--- src/rtl/ram_bist_pkg.sv ---
// Shared encodings for the RAM March BIST: FSM states, March element table, and
// the read-latency range check.
package ram_bist_pkg;

  typedef enum logic [2:0] {
    ST_IDLE,
    ST_E0_WR,
    ST_RD,
    ST_WR,
    ST_FIN,
    ST_DONE
  } state_e;

  // Per-element attributes, indexed by element number (bit 0 = el0 ... bit 3 = el3).
  localparam logic [3:0] EL_DOWN    = 4'b0100;  // el2 walks addresses downward
  localparam logic [3:0] EL_EXP_INV = 4'b0100;  // el2 expects ~BG, el1/el3 expect BG
  localparam logic [3:0] EL_HAS_WR  = 4'b0110;  // el1/el2 follow each read with a write
  localparam logic [3:0] EL_WR_INV  = 4'b0010;  // el1 writes ~BG, el2 writes BG back

  function automatic bit rd_lat_ok(input int lat);
    return (lat >= 0) && (lat <= 3);
  endfunction

endpackage

--- src/rtl/ram_bist_addr_gen.sv ---
// Up/down address counter for the March walk: loads 0 or all-ones, and flags
// the terminal address for the current direction.
module ram_bist_addr_gen #(
  parameter int ADDR_W = 3
) (
  input  logic              clk,
  input  logic              reset,
  input  logic              load_i,
  input  logic              load_down_i,
  input  logic              step_i,
  input  logic              down_i,
  output logic [ADDR_W-1:0] addr_o,
  output logic              term_o
);

  localparam logic [ADDR_W-1:0] ONE = {{(ADDR_W-1){1'b0}}, 1'b1};

  logic [ADDR_W-1:0] addr_q, addr_d;

  always_comb begin
    addr_d = addr_q;
    if (load_i) begin
      addr_d = load_down_i ? '1 : '0;
    end else if (step_i) begin
      addr_d = down_i ? (addr_q - ONE) : (addr_q + ONE);
    end
  end

  always_ff @(posedge clk) begin
    if (!reset) addr_q <= '0;
    else        addr_q <= addr_d;
  end

  assign addr_o = addr_q;
  assign term_o = down_i ? (addr_q == '0) : (addr_q == '1);

endmodule

--- src/rtl/ram_bist_ctrl.sv ---
// March BIST initiator for a small synchronous RAM: writes BG, then read/invert,
// reverse read/invert and a final read, reporting pass and the first mismatch.
//
//   state    | meaning
//   IDLE     | waiting for start
//   E0_WR    | el0: ascending write of BG, one cycle per address
//   RD       | el1/el2: hold address RD_LAT+1 cycles, compare in the last
//   WR       | el1/el2: write the inverted value to the same address
//   FIN      | el3: ascending read-only compare against BG
//   DONE     | one-cycle done pulse, then back to IDLE
module ram_bist_ctrl
  import ram_bist_pkg::*;
#(
  parameter int                ADDR_W = 3,
  parameter int                DATA_W = 8,
  parameter int                RD_LAT = 1,
  parameter logic [DATA_W-1:0] BG     = 8'hA5
) (
  input  logic              clk,
  input  logic              reset,
  input  logic              start,
  output logic              busy,
  output logic              done,
  output logic              pass,
  output logic [ADDR_W-1:0] fail_addr,
  output logic [DATA_W-1:0] fail_data,
  output logic [DATA_W-1:0] fail_exp,
  output logic              ram_write_en,
  output logic [ADDR_W-1:0] ram_addr,
  output logic [DATA_W-1:0] ram_data_in,
  input  logic [DATA_W-1:0] ram_data_out
);

  if (!rd_lat_ok(RD_LAT)) begin : g_rd_lat_bad
    $error("ram_bist_ctrl: RD_LAT must be within 0..3");
  end

  localparam logic [1:0] RD_LAST = RD_LAT[1:0];

  state_e            state_q;
  logic [1:0]        el_q, rd_cnt_q, el_nx;
  logic              busy_q, done_q, pass_q, we_q;
  logic [ADDR_W-1:0] fail_addr_q;
  logic [DATA_W-1:0] fail_data_q, fail_exp_q, din_q, exp_val;
  logic              ag_load, ag_load_down, ag_step, ag_down, ag_term;
  logic [ADDR_W-1:0] addr;
  logic              rd_last, mismatch;

  assign el_nx    = el_q + 2'd1;
  assign rd_last  = (rd_cnt_q == RD_LAST);
  assign exp_val  = EL_EXP_INV[el_q] ? ~BG : BG;
  assign mismatch = (ram_data_out != exp_val);

  always_comb begin
    ag_load      = 1'b0;
    ag_load_down = 1'b0;
    ag_step      = 1'b0;
    ag_down      = EL_DOWN[el_q];
    unique case (state_q)
      ST_IDLE: ag_load = start;
      ST_E0_WR, ST_WR: begin
        if (ag_term) begin
          ag_load      = 1'b1;
          ag_load_down = EL_DOWN[el_nx];
        end else begin
          ag_step = 1'b1;
        end
      end
      ST_FIN:  ag_step = rd_last && !mismatch && !ag_term;
      default: ;
    endcase
  end

  ram_bist_addr_gen #(.ADDR_W(ADDR_W)) u_addr_gen (
    .clk        (clk),
    .reset      (reset),
    .load_i     (ag_load),
    .load_down_i(ag_load_down),
    .step_i     (ag_step),
    .down_i     (ag_down),
    .addr_o     (addr),
    .term_o     (ag_term)
  );

  always_ff @(posedge clk) begin
    if (!reset) begin
      state_q     <= ST_IDLE;
      el_q        <= '0;
      rd_cnt_q    <= '0;
      busy_q      <= 1'b0;
      done_q      <= 1'b0;
      pass_q      <= 1'b0;
      we_q        <= 1'b0;
      din_q       <= '0;
      fail_addr_q <= '0;
      fail_data_q <= '0;
      fail_exp_q  <= '0;
    end else begin
      done_q <= 1'b0;
      unique case (state_q)
        ST_IDLE: begin
          if (start) begin
            busy_q  <= 1'b1;
            pass_q  <= 1'b0;
            el_q    <= '0;
            we_q    <= 1'b1;
            din_q   <= BG;
            state_q <= ST_E0_WR;
          end
        end
        ST_E0_WR: begin
          if (ag_term) begin
            el_q     <= el_nx;
            we_q     <= 1'b0;
            rd_cnt_q <= '0;
            state_q  <= ST_RD;
          end
        end
        ST_RD, ST_FIN: begin
          if (!rd_last) begin
            rd_cnt_q <= rd_cnt_q + 2'd1;
          end else if (mismatch) begin
            fail_addr_q <= addr;
            fail_data_q <= ram_data_out;
            fail_exp_q  <= exp_val;
            pass_q      <= 1'b0;
            busy_q      <= 1'b0;
            done_q      <= 1'b1;
            state_q     <= ST_DONE;
          end else if (state_q == ST_RD) begin
            we_q    <= 1'b1;
            din_q   <= EL_WR_INV[el_q] ? ~BG : BG;
            state_q <= ST_WR;
          end else if (ag_term) begin
            pass_q  <= 1'b1;
            busy_q  <= 1'b0;
            done_q  <= 1'b1;
            state_q <= ST_DONE;
          end else begin
            rd_cnt_q <= '0;
          end
        end
        ST_WR: begin
          we_q     <= 1'b0;
          rd_cnt_q <= '0;
          if (ag_term) begin
            el_q    <= el_nx;
            state_q <= EL_HAS_WR[el_nx] ? ST_RD : ST_FIN;
          end else begin
            state_q <= ST_RD;
          end
        end
        ST_DONE: state_q <= ST_IDLE;
        default: state_q <= ST_IDLE;
      endcase
    end
  end

  assign busy         = busy_q;
  assign done         = done_q;
  assign pass         = pass_q;
  assign fail_addr    = fail_addr_q;
  assign fail_data    = fail_data_q;
  assign fail_exp     = fail_exp_q;
  assign ram_write_en = we_q;
  assign ram_addr     = addr;
  assign ram_data_in  = din_q;

endmodule
--- config.mk ---
export PLATFORM = sky130hd
export DESIGN_NAME = ram_bist_ctrl
export DESIGN_NICKNAME = d
export VERILOG_FILES = /design/src/rtl/ram_bist_pkg.sv /design/src/rtl/ram_bist_addr_gen.sv /design/src/rtl/ram_bist_ctrl.sv
export SDC_FILE = /design/constraint.sdc
export NUM_CORES = 1
export LEC_CHECK = 0
export CAP_MARGIN = 20
export CORE_AREA = 5 5 66 68
export CTS_CLUSTER_SIZE = 40
export DETAILED_ROUTE_END_ITERATION = 8
export DIE_AREA = 0 0 71 73
export PLACE_DENSITY_LB_ADDON = 0.2
export RECOVER_POWER = 25
export REMOVE_ABC_BUFFERS = 1
export SLEW_MARGIN = 20
export SYNTH_ARGS = -nofsm -noshare
export SYNTH_HDL_FRONTEND = slang
export SYNTH_HIERARCHICAL = 1
export SYNTH_SLANG_ARGS = --single-unit
--- constraint.sdc ---
create_clock -name clk -period 2.51 [get_ports clk]
set_input_delay 0.502 -clock clk [delete_from_list [all_inputs] [get_ports clk]]
set_output_delay 0.502 -clock clk [all_outputs]
set_load 0.005 [all_outputs]
* After elaboration in Yosys (flattened, before gate mapping) *
Cells that the tools add are included.

storage, ports and cells
  bits of input ports = 11
  RAM bits = 0
  flip-flop bits (word level) = 41
  memories = 0
  output and inout port bits = 34
  memory bits (read-only) = 0
  logic and storage cells = 120
  latch bits = 0

cells by class
  magnitude comparators = 2
  reductions and logical operators = 21
  eq/ne operators = 19
  multiplexer cells = 62
  bitwise gates (word level) = 0
  $mul = 0
  shift-type cells = 0
  $add $sub $neg = 4
  div/mod/pow operators = 0

operator list
  cell                                                                    number
  8-bit 2-to-1 mux                                                        6
  3-bit 2-to-1 mux                                                        12
  1-bit 2-to-1 mux                                                        24
  8-bit one-hot mux with 2 select lines                                   1
  3-bit != test (second input constant)                                   5
  5-bit AND reduction                                                     3
  2-bit 2-to-1 mux                                                        7
  3-bit one-hot mux with 4 select lines                                   1
  2-bit != test (second input constant)                                   5
  3-bit AND reduction                                                     3
  1-bit binary-select mux with 2-bit select                               4
  8-bit != test                                                           1
  1-bit one-hot mux with 2 select lines                                   4
  3-bit by 2-bit equality test with 1-bit output (second input constant)  2
  3-bit equality test (second input constant)                             2
  3-bit logical NOT                                                       2
  2-bit by 3-bit < comparator with 1-bit output (second input constant)   2
  2-bit one-hot mux with 3 select lines                                   1
  6-bit AND reduction                                                     1
  2-bit nonzero test                                                      3
  2-bit by 1-bit adder with 2-bit output (second input constant)          2
  4-bit != test (second input constant)                                   1
  1-bit one-hot mux with 4 select lines                                   1
  2-bit one-hot mux with 2 select lines                                   1
  11 further kinds                                                        14

* Depth between registers and ports, before layout *
Gate-level depths: netlist of run 1.

  depth after elaboration = 10
  depth in mapped cells = 12

* By module *
Netlist of run 1, hierarchy kept.

modules (own cells, without submodules)
  module             instances  area an instance (µm²)  cells an instance
  ram_bist_ctrl      1          1491.4                  174
  ram_bist_addr_gen  1          185.2                   23

* Worst setup path before layout of run 1 *
Ideal clock, no wire load.

  path kind = register to register
  start point = reg el_q[0]
  end point = reg u_addr_gen.addr_q[1], in the netlist u_addr_gen/addr_o[1]
  slack = 0.300 ns
  buffers on the path = 2
  arrival = 2.085 ns
  required time = 2.385 ns
  clock period less this slack = 2.210 ns
  stages on the path, launching flop included = 13
  library setup time = 0.125 ns
  path through = dfxtp_1 inv_1 ha_1 nand3b_1 or4_1 buf_2 and2_4 buf_6 nor2_1 o2bb2ai_1 nand2_1 o211ai_1 a21boi_0

on the way
  longest elaborated chain between the ends = 9

RTL lines
  what                                           line                     RTL
  start: declaration                             ram_bist_ctrl.sv:41      logic [1:0] el_q, rd_cnt_q, el_nx;
  start signal: assignment                       ram_bist_ctrl.sv:113     el_q <= el_nx;
  start signal: assignment                       ram_bist_ctrl.sv:147     el_q <= el_nx;
  1-bit binary-select mux with 2-bit select (*)  ram_bist_ctrl.sv:58      ag_down = EL_DOWN[el_q];
  1-bit 2-to-1 mux (implied by the code) (*)     ram_bist_ctrl.sv:58
  via ag_down                                    ram_bist_ctrl.sv:45      logic ag_load, ag_load_down, ag_step, ag_down, ag_term;
  8-bit 2-to-1 mux                               ram_bist_ctrl.sv:51      assign exp_val = EL_EXP_INV[el_q] ? ~BG : BG;
  8-bit != test                                  ram_bist_ctrl.sv:52      assign mismatch = (ram_data_out != exp_val);
  1-bit logical NOT                              ram_bist_ctrl.sv:69      ST_FIN: ag_step = rd_last && !mismatch && !ag_term;
  1-bit logical AND (2 in series)                ram_bist_ctrl.sv:69
  1-bit one-hot mux with 2 select lines (*)      ram_bist_ctrl.sv:59      unique case (state_q)
  via ag_step                                    ram_bist_ctrl.sv:45
  2-bit nonzero test (no source line) (*)        -
  end signal: assignment                         ram_bist_addr_gen.sv:31  else addr_q <= addr_d;
  end: declaration                               ram_bist_addr_gen.sv:18  logic [ADDR_W-1:0] addr_q, addr_d;

The timed path passes the listed nets; every way through them passes the cells marked *. The select of a mux whose other input is x is not followed.
A chain may end at the register's enable or synchronous reset.

* Final worst setup path of run 1 *
  start point = in ram_data_out[3]
  end point = reg u_addr_gen.addr_q[1], in the netlist u_addr_gen/addr_o[1]

on the way
  longest elaborated chain between the ends = 6

RTL lines
  what                                   line                 RTL
  start: declaration                     ram_bist_ctrl.sv:31  input logic [DATA_W-1:0] ram_data_out
  8-bit != test                          ram_bist_ctrl.sv:52
  1-bit logical NOT                      ram_bist_ctrl.sv:69
  1-bit logical AND (2 in series)        ram_bist_ctrl.sv:69
  1-bit one-hot mux with 2 select lines  ram_bist_ctrl.sv:59
  via ag_step                            ram_bist_ctrl.sv:45
  2-bit nonzero test (no source line)    -

The timed path passes the listed nets, and every way through them passes these cells.

==> metrics.txt, run 1 <==
number of global-route vias before repair=1343; wirelength, routed=3.60 mm; area share of the largest cell type after synthesis=34.6%; initial DRC count=109; clock buffer depth=2; largest family of logic cells by synthesized area=simple AND/OR/NAND/NOR gates; CTS H-tree depth=2; Worst Path Buf+Inv=1; count of cell types in the netlist=48; CTS clk-pin slew, worst paths=0.06 ns; Setup violations, final=0; HP Class=register to register; largest net degree at the start of global routing=16; Crit path largest cell delay=0.54 ns; final net count=253; PortBufs=44; unrepaired setup endpoints after global routing=no; Synth Area in Adders=2.69%; Worst Path Class, Setup=input pin to register; worst vdd ir=0.421 mV; initial antenna violation count=0; HPWL after DPL=2.80 mm; Tmin final=2.29 ns; first-pass GRT wire length=5.89 mm; Die Span X=71 um; drt via density=5.17; routed len/inst=12.4 um; 1st-pass router iterations=4; #FFs+latches synth=29; # IOs=45; status=finished clean; DIE HEIGHT=73 um; clock skew=0.00776 ns; DRC=0; Worst-Margin Slew=0.510 ns; CTS Sinks=29; CP max stage cell=or4_1; layout cell share with drive strength beyond 1=13.3%; Area Overhead vs Synth=34.9%; antenna cell count=0; worst-path maximum fanout=5; area leader, netlist=dfxtp_1; Max-slew headroom=66.0%; fmax=436 MHz; FP Rows=23; number of buffers added for setup after CTS=0; CP required=2.68 ns; antenna viol nets, final=0; filler cell count=364; DP Area=2160 um^2; Worst path top cell family by delay=simple AND/OR/NAND/NOR gates; post-synthesis mux area share=6.57%; area occupied by multi-input gates=915 um^2; Critical Path AT=2.46 ns; routability cong.=0.815; CTS buffer count=5; Synth Area in Compound Gates=16.7%; FF+latch area=581 um^2; synthesized area=1680 um^2; maximum capacitance violations=0; CTS tree=done; Starting Density=44.1%; final hold vios=0; Setup crit start kind=input pin; DR vias=1499; GRT Util Overall=14.1%; Syn. warnings=6; hold_ws=0.445 ns; Post-synth EDFFs=0; die area=5180 um^2; Simple-Gate Fraction of Synth Area=26.2%; CP endpoint kind=register; PD cells=817 nW/um^2; critical path cell sequence=clkdlybuf4s50_1 -> nand4b_1 -> or4_1 -> and2_4 -> nor2_1 -> o2bb2ai_1 -> nand2_1 -> o211ai_1 -> a21boi_0; asr flop ratio synth=0%; Avg Inst Size Synth=8.51 um^2; Finished Cell Area=2260 um^2; top cells by area, synth=dfxtp_1 35%, mux2i_1 6.6%, buf_4 5.8%, nor2b_1 5.6%, nand2_1 3.6%; Synth Flop Type=dfxtp_1; clk_lat worst skew=0.28 ns; fin. max-slew vios=0; Post-Synth XOR/XNOR Area=2.09%; leading cell types in the layout, fill and taps excluded=29 x dfxtp_1, 29 x clkdlybuf4s50_1, 16 x nand2_1; LEAKAGE=0.000940 uW; register area share after synthesis=34.6%; grt ovf=0; Gate Count Post-Synth=197; core box area=3800 um^2; CTS root buffer=clkbuf_8; period utilisation layout=91.4%
flip-flops by register name, indices dropped and copies added (netlist names):
signal and flops:
busy 1, done 1, el_q 2, fail_addr 3, fail_data 8, fail_exp 2
pass 1, ram_data_in 2, ram_write_en 1, rd_cnt_q 2, state_q 3, u_addr_gen/addr_o 3
synthesized netlist by cell type, types with 8 or more instances:
master	instances
inv_1	10
dfxtp_1	29
o21ai_0	8
nor2b_1	15
nand2_1	16
buf_4	13
clkbuf_1	8
mux2i_1	11
a21oi_1	8
nor2_1	10
repair_timing:
action                                  in CTS  in global routing
endpoints found under the setup margin       0                  2
hold buffers                                 0                  0
resized for setup                            0                  1
tightest hold or removal path, delay by kind of cell, from the launching register on:
family,cells,cell delay [ns]
DFF,1,0.30
and+or+nand+nor,1,0.05
AOI/OAI and AO/OA,1,0.05
through the flow:
stage | setup TNS, ns | utilization, % | total power (uW) | setup slack, ns | cells
2_1_floorplan | 0 | - | 1120 | 0.216 | 173
3_3_place_gp | -0.210 | 56.8 | 1450 | -0.0625 | 282
3_5_place_dp | -0.245 | 56.8 | 1450 | -0.0758 | 282
4_1_cts | 0 | 59.4 | 1880 | 0.170 | 290
5_1_grt | 0 | 59.6 | 1990 | 0.0216 | 290
6_report | 0 | 59.6 | 1850 | 0.216 | 290
kinds of logic after synthesis:
kind of cell,count (synthesis)
AOI/OAI and AO/OA,40
buffers and inverters,34
muxes,11
and+or+nand+nor,76
xor gates and xnor gates,4
DFF,29
adders and majority gates,3
layer usage:
metal  vias to the layer above  track usage [%]  share of wire, %
met4                         0             4.38               1.0
met1                       696             18.6                46
met5                         -                0                 0
met3                         2             4.82               6.3
li1                        758                -                 -
met2                        43             21.7                47
where the power goes:
part	leakage, uW	total, uW	switching, uW	internal (uW)
registers	0.000236	648	105	543
clock network	0.0000542	419	171	247
logic	0.000650	782	376	406
final cells by class:
type                    count  area share, %
clock buffers               7           4.26
repair buffers             59           25.0
well taps                  50           2.77
multi-input cells         134           40.4
flip-flops and latches     29           25.7
clock inverters             1          0.221
inverters                  10           1.66
path summary, 6_finish.rpt:
kind | slack [ns] | depth (start not counted) | startpoint | end
min reg2reg | 0.44 | 2 | ram_write_en | ram_write_en
max reg2reg | 0.23 | 10 | el_q[0] | u_addr_gen/addr_o[1]
max | 0.22 | 9 | ram_data_out[3] | u_addr_gen/addr_o[1]
min | 0.44 | 2 | ram_write_en | ram_write_en
No activity file was read; power rests on OpenSTA's default activity.
==> inputs of run 2 (changes only) <==
- GPL_TIMING_DRIVEN: default -> 0
==> run 2 against run 1 <==
Net effect:
- non-clock buffer count is 15 lower
- clock skew decreased by 0.0030 ns
- sequential power grew 2%
- combinational power fell by 5.4%
- die area unchanged
==> metrics.txt, run 2 (synthesized netlist as in run 1, its figures left out) <==
Starting Density=44.1% (unchanged); Setup violations, final=0 (unchanged); worst vdd ir=0.416 mV (was 0.421 mV); clk_lat worst skew=0.28 ns (about the same); Finished Cell Area=2150 um^2 (was 2260 um^2); clock skew=0.00477 ns (was 0.00776 ns); final worst slack=0.177 ns (was 0.216 ns); Hold Crit Start=ram_write_en (unchanged); DP Area=2030 um^2 (was 2160 um^2); WHS Path Cells=2 (unchanged); DP Cell Count=267 (was 282); drt via density=5.15 (was 5.17); DR vias=1415 (was 1499); Tmin final=2.33 ns (was 2.29 ns); unrepaired setup endpoints after global routing=no (unchanged); wirelength, routed=3.50 mm (was 3.60 mm); final net count=238 (was 253); 1st-pass router iterations=4 (unchanged); maximum capacitance violations=0 (unchanged); FP Rows=23 (unchanged); CTS root buffer=clkbuf_8 (unchanged); Worst-Margin Slew=0.922 ns (was 0.510 ns); leading cell types in the layout, fill and taps excluded=29 x dfxtp_1, 29 x clkdlybuf4s50_1, 16 x nand2_1 (unchanged); grt ovf=0 (unchanged); Max-slew headroom=38.3% (was 66.0%); first-pass GRT wire length=5.94 mm (was 5.89 mm); DRC=0 (unchanged); CTS tree=done (unchanged); Final Power=1760 uW (was 1850 uW); final hold vios=0 (unchanged); dpl ws=-0.274 ns (was -0.0758 ns); CP required=2.67 ns (was 2.68 ns); period utilisation layout=92.9% (was 91.4%); core box area=3800 um^2 (unchanged); CTS Sinks=29 (unchanged); routed len/inst=12.7 um (was 12.4 um); total negative slack=0 ns (unchanged); CTS clk-pin slew, worst paths=0.06 ns (about the same); LEAKAGE=0.000859 uW (was 0.000940 uW); worst reg2reg startpoint=el_q[0] (unchanged); Post-CTS Hold Buffers=0 (unchanged); Setup crit start kind=input pin (unchanged); number of global-route vias before repair=1306 (was 1343); Critical Path AT=2.50 ns (was 2.46 ns); initial DRC count=55 (was 109); Worst Setup SP=ram_data_out[5] (was ram_data_out[3]); PortBufs=44 (unchanged); fmax=429 MHz (was 436 MHz); max reg flops=8 (unchanged); GRT Util Overall=14.4% (was 14.1%); HP Class=register to register (unchanged); die area=5180 um^2 (unchanged); routability cong.=0.767 (was 0.815); CTS H-tree depth=2 (unchanged); worst-path maximum fanout=7 (was 5); PD cells=822 nW/um^2 (was 817 nW/um^2); status=finished clean (unchanged); antenna cell count=0 (unchanged); initial antenna violation count=0 (unchanged); Die Span X=71 um (unchanged); CP endpoint kind=register (unchanged); Worst Path Class, Setup=input pin to register (unchanged); Area Overhead vs Synth=28.0% (was 34.9%); layout cell share with drive strength beyond 1=8.89% (was 13.3%); CTS buffer count=5 (unchanged); HPWL after DPL=2.55 mm (was 2.80 mm); clock buffer depth=2 (unchanged); non-filler cells, final=275 (was 290); DIE HEIGHT=73 um (unchanged); register-to-register path setup slack=0.27 ns (was 0.23 ns); largest net degree at the start of global routing=33 (was 16); Reg2Reg Depth=10 (unchanged); fin. max-slew vios=0 (unchanged); antenna viol nets, final=0 (unchanged); # IOs=45 (unchanged)
==> run 2: timing repair <==
item                                    in CTS  in global routing
gates resized for setup                      1                  5
setup buffers                                0                  0
endpoints found under the setup margin      12                  5
==> run 2: layout make-up <==
| type | instances | area (um^2) |
|---|---|---|
| Clock inverter | 2 | 10.0 |
| Inverter | 10 | 37.5 |
| Clock buffer | 6 | 72.6 |
| Timing Repair Buffer | 44 | 440 |
| Multi-Input combinational cell | 134 | 942 |
| Fill cell | 379 | 1650 |
| Sequential cell | 29 | 581 |
| Tap cell | 50 | 62.6 |
==> run 2: metrics by stage <==
step | hold slack (ns) | util (%)
5_1_grt | 0.493 | 56.5
2_1_floorplan | 0.443 | -
4_1_cts | 0.461 | 55.8
3_3_place_gp | 0.445 | 53.5
3_5_place_dp | 0.453 | 53.5
6_report | 0.450 | 56.5
==> run 2: routing by layer <==
layer / GRT usage (%) / part of all wire [%]
met1: 18.8 / 49
met2: 22.0 / 45
met3: 4.27 / 4.5
met4: 6.05 / 1.5
met5: 0 / 0
==> run 2: worst max-delay path: stages <==
cell and delay (ns):
clkdlybuf4s50_1 0.45, nand4b_1 0.19, or4_4 0.54, and2_4 0.20
nor2_1 0.16, o2bb2ai_2 0.19, nand2_1 0.08, o211ai_1 0.09
a21boi_0 0.10
==> run 2: path summary, 6_finish.rpt <==
check / endpoint
worst max-delay path: u_addr_gen/addr_o[1]
worst min-delay path: ram_write_en
worst max register to register: u_addr_gen/addr_o[1]
worst min register to register: ram_write_en
==> run 2: power breakdown <==
part           switching [uW]  total [uW]  leakage [uW]  internal, uW
clock                     173         364     0.0000450           191
combinational             355         740      0.000578           385
sequential                118         661      0.000236           543
==> inputs of run 3 (changes only) <==
- clock period: 2.51 -> 2.6 ns (I/O delays scaled with it)
==> run 3 against run 2 <==
Net effect:
- register-to-register slack worse by 0.07 ns
- first-iteration DRC count up 13%
- critical path depth unchanged
- power down 3.7%
- design area down 0.87%
- sequential power down 3.9%
- flip-flop and latch count unchanged
- die area unchanged
- clock skew up 0.0014 ns
- largest cell class unchanged
==> metrics.txt, run 3 (synthesized netlist as in run 1, its figures left out) <==
drt via density=5.20 (was 5.15); Worst Path Buf+Inv=1 (unchanged); CTS clk-pin slew, worst paths=0.06 ns (about the same); initial antenna violation count=0 (unchanged); routability cong.=0.767 (unchanged); Starting Density=44.1% (unchanged); leading cell types in the layout, fill and taps excluded=29 x dfxtp_1, 29 x clkdlybuf4s50_1, 16 x nand2_1 (unchanged); Final Power=1700 uW (was 1760 uW); PD cells=799 nW/um^2 (was 822 nW/um^2); CP required=2.76 ns (was 2.67 ns); Critical Path AT=2.59 ns (was 2.50 ns); Worst Path Class, Setup=input pin to register (unchanged); clock skew=0.00620 ns (was 0.00477 ns); Setup violations, final=0 (unchanged); critical path cell sequence=clkdlybuf4s50_1 -> nand4b_1 -> or4_1 -> and2_4 -> nor2_1 -> o2bb2ai_2 -> nand2_1 -> o211ai_1 -> a21boi_0 (was clkdlybuf4s50_1 -> nand4b_1 -> or4_4 -> and2_4 -> nor2_1 -> o2bb2ai_2 -> nand2_1 -> o211ai_1 -> a21boi_0); DRC=0 (unchanged); FP Rows=23 (unchanged); CTS root buffer=clkbuf_8 (unchanged); CTS H-tree depth=2 (unchanged); fin. max-slew vios=0 (unchanged); number of global-route vias before repair=1306 (unchanged); layout cell share with drive strength beyond 1=8.00% (was 8.89%); grt ovf=0 (unchanged); Max-slew headroom=37.3% (was 38.3%); Crit path largest cell delay=0.60 ns (was 0.54 ns); PortBufs=44 (unchanged); number of buffers added for setup after CTS=0 (unchanged); max reg flops=8 (unchanged); HP Class=register to register (unchanged); clk_lat worst skew=0.28 ns (about the same); total negative slack=0 ns (unchanged); LEAKAGE=0.000855 uW (was 0.000859 uW); maximum capacitance violations=0 (unchanged); # IOs=45 (unchanged); DP Cell Count=267 (unchanged); non-filler cells, final=275 (unchanged); CTS buffer count=5 (unchanged); period utilisation layout=93.3%; first-pass GRT wire length=5.94 mm (unchanged); status=finished clean (unchanged); wirelength, routed=3.45 mm (was 3.50 mm); initial DRC count=62 (was 55); antenna viol nets, final=0 (unchanged); Worst-Margin Slew=0.937 ns (was 0.922 ns); worst vdd ir=0.402 mV (was 0.416 mV); largest net degree at the start of global routing=33 (unchanged); die area=5180 um^2 (unchanged); worst-path maximum fanout=7 (unchanged); Area Overhead vs Synth=26.9% (was 28.0%); final net count=238 (unchanged); CTS Sinks=29 (unchanged); Tmin final=2.42 ns; core box area=3800 um^2 (unchanged); DIE HEIGHT=73 um (unchanged); DR vias=1431 (was 1415); clock buffer depth=2 (unchanged); Die Span X=71 um (unchanged); CP max stage cell=or4_1 (was or4_4); 1st-pass router iterations=4 (unchanged); fmax=412 MHz; final hold vios=0 (unchanged); Worst path top cell family by delay=simple AND/OR/NAND/NOR gates (unchanged); HPWL after DPL=2.55 mm (unchanged); register-to-register path setup slack=0.20 ns (was 0.27 ns); unrepaired setup endpoints after global routing=no (unchanged); GRT Util Overall=14.4% (unchanged); CP endpoint kind=register (unchanged); CTS tree=done (unchanged); Setup crit start kind=input pin (unchanged); routed len/inst=12.5 um (was 12.7 um); antenna cell count=0 (unchanged); post-layout util=56.0% (was 56.5%)
[run 3: final cells by class]
| type | count | area (um^2) |
|---|---|---|
| sequential | 29 | 581 |
| tap | 50 | 62.6 |
| fill | 382 | 1670 |
| inverter | 10 | 37.5 |
| clock buffer | 6 | 72.6 |
| timing repair buffer | 44 | 440 |
| clock inverter | 2 | 10.0 |
| multi-input combinational | 134 | 923 |
[run 3: repair_timing]
item | 4_1_cts | 5_1_grt
hold buffers | 0 | 0
resized for setup | 1 | 2
setup endpoints to repair | 7 | 3
[run 3: metal layers]
metal	vias up	track usage, %	share of wire [%]
li1	726	-	-
met1	662	18.8	48
met2	37	22.0	46
met3	6	4.27	5.0
met4	0	6.05	1.6
met5	-	0	0
[run 3: final timing paths]
path                                       from              endpoint  cells after the start
worst max-delay path            ram_data_out[5]  u_addr_gen/addr_o[1]                      9
worst min-delay path               ram_write_en          ram_write_en                      2
worst max register to register          el_q[0]  u_addr_gen/addr_o[0]                      9
worst min register to register     ram_write_en          ram_write_en                      2
[run 3: worst reg2reg max path: stages, from the launching register on]
cell and delay [ns]:
dfxtp_1 0.41, inv_1 0.07, ha_2 0.25, o31ai_2 0.68, nand2_1 0.20, a21o_1 0.23
inv_1 0.07, inv_1 0.07, o21ai_0 0.23, a21oi_1 0.07
[run 3: stage by stage]
stage                     area (um^2)  hold slack (ns)  worst slack [ns]
after floorplan                  1530            0.443             0.306
final                            2130            0.449             0.175
after global routing             2130            0.493            0.0357
after global placement           2030            0.445            -0.175
after detailed placement         2030            0.453            -0.184
after CTS                        2120            0.461             0.131
[run 3: power by group]
| group | switching, uW | internal (uW) |
|---|---|---|
| Clock | 168 | 185 |
| Sequential | 111 | 524 |
| Combinational | 340 | 372 |
| Total | 619 | 1080 |
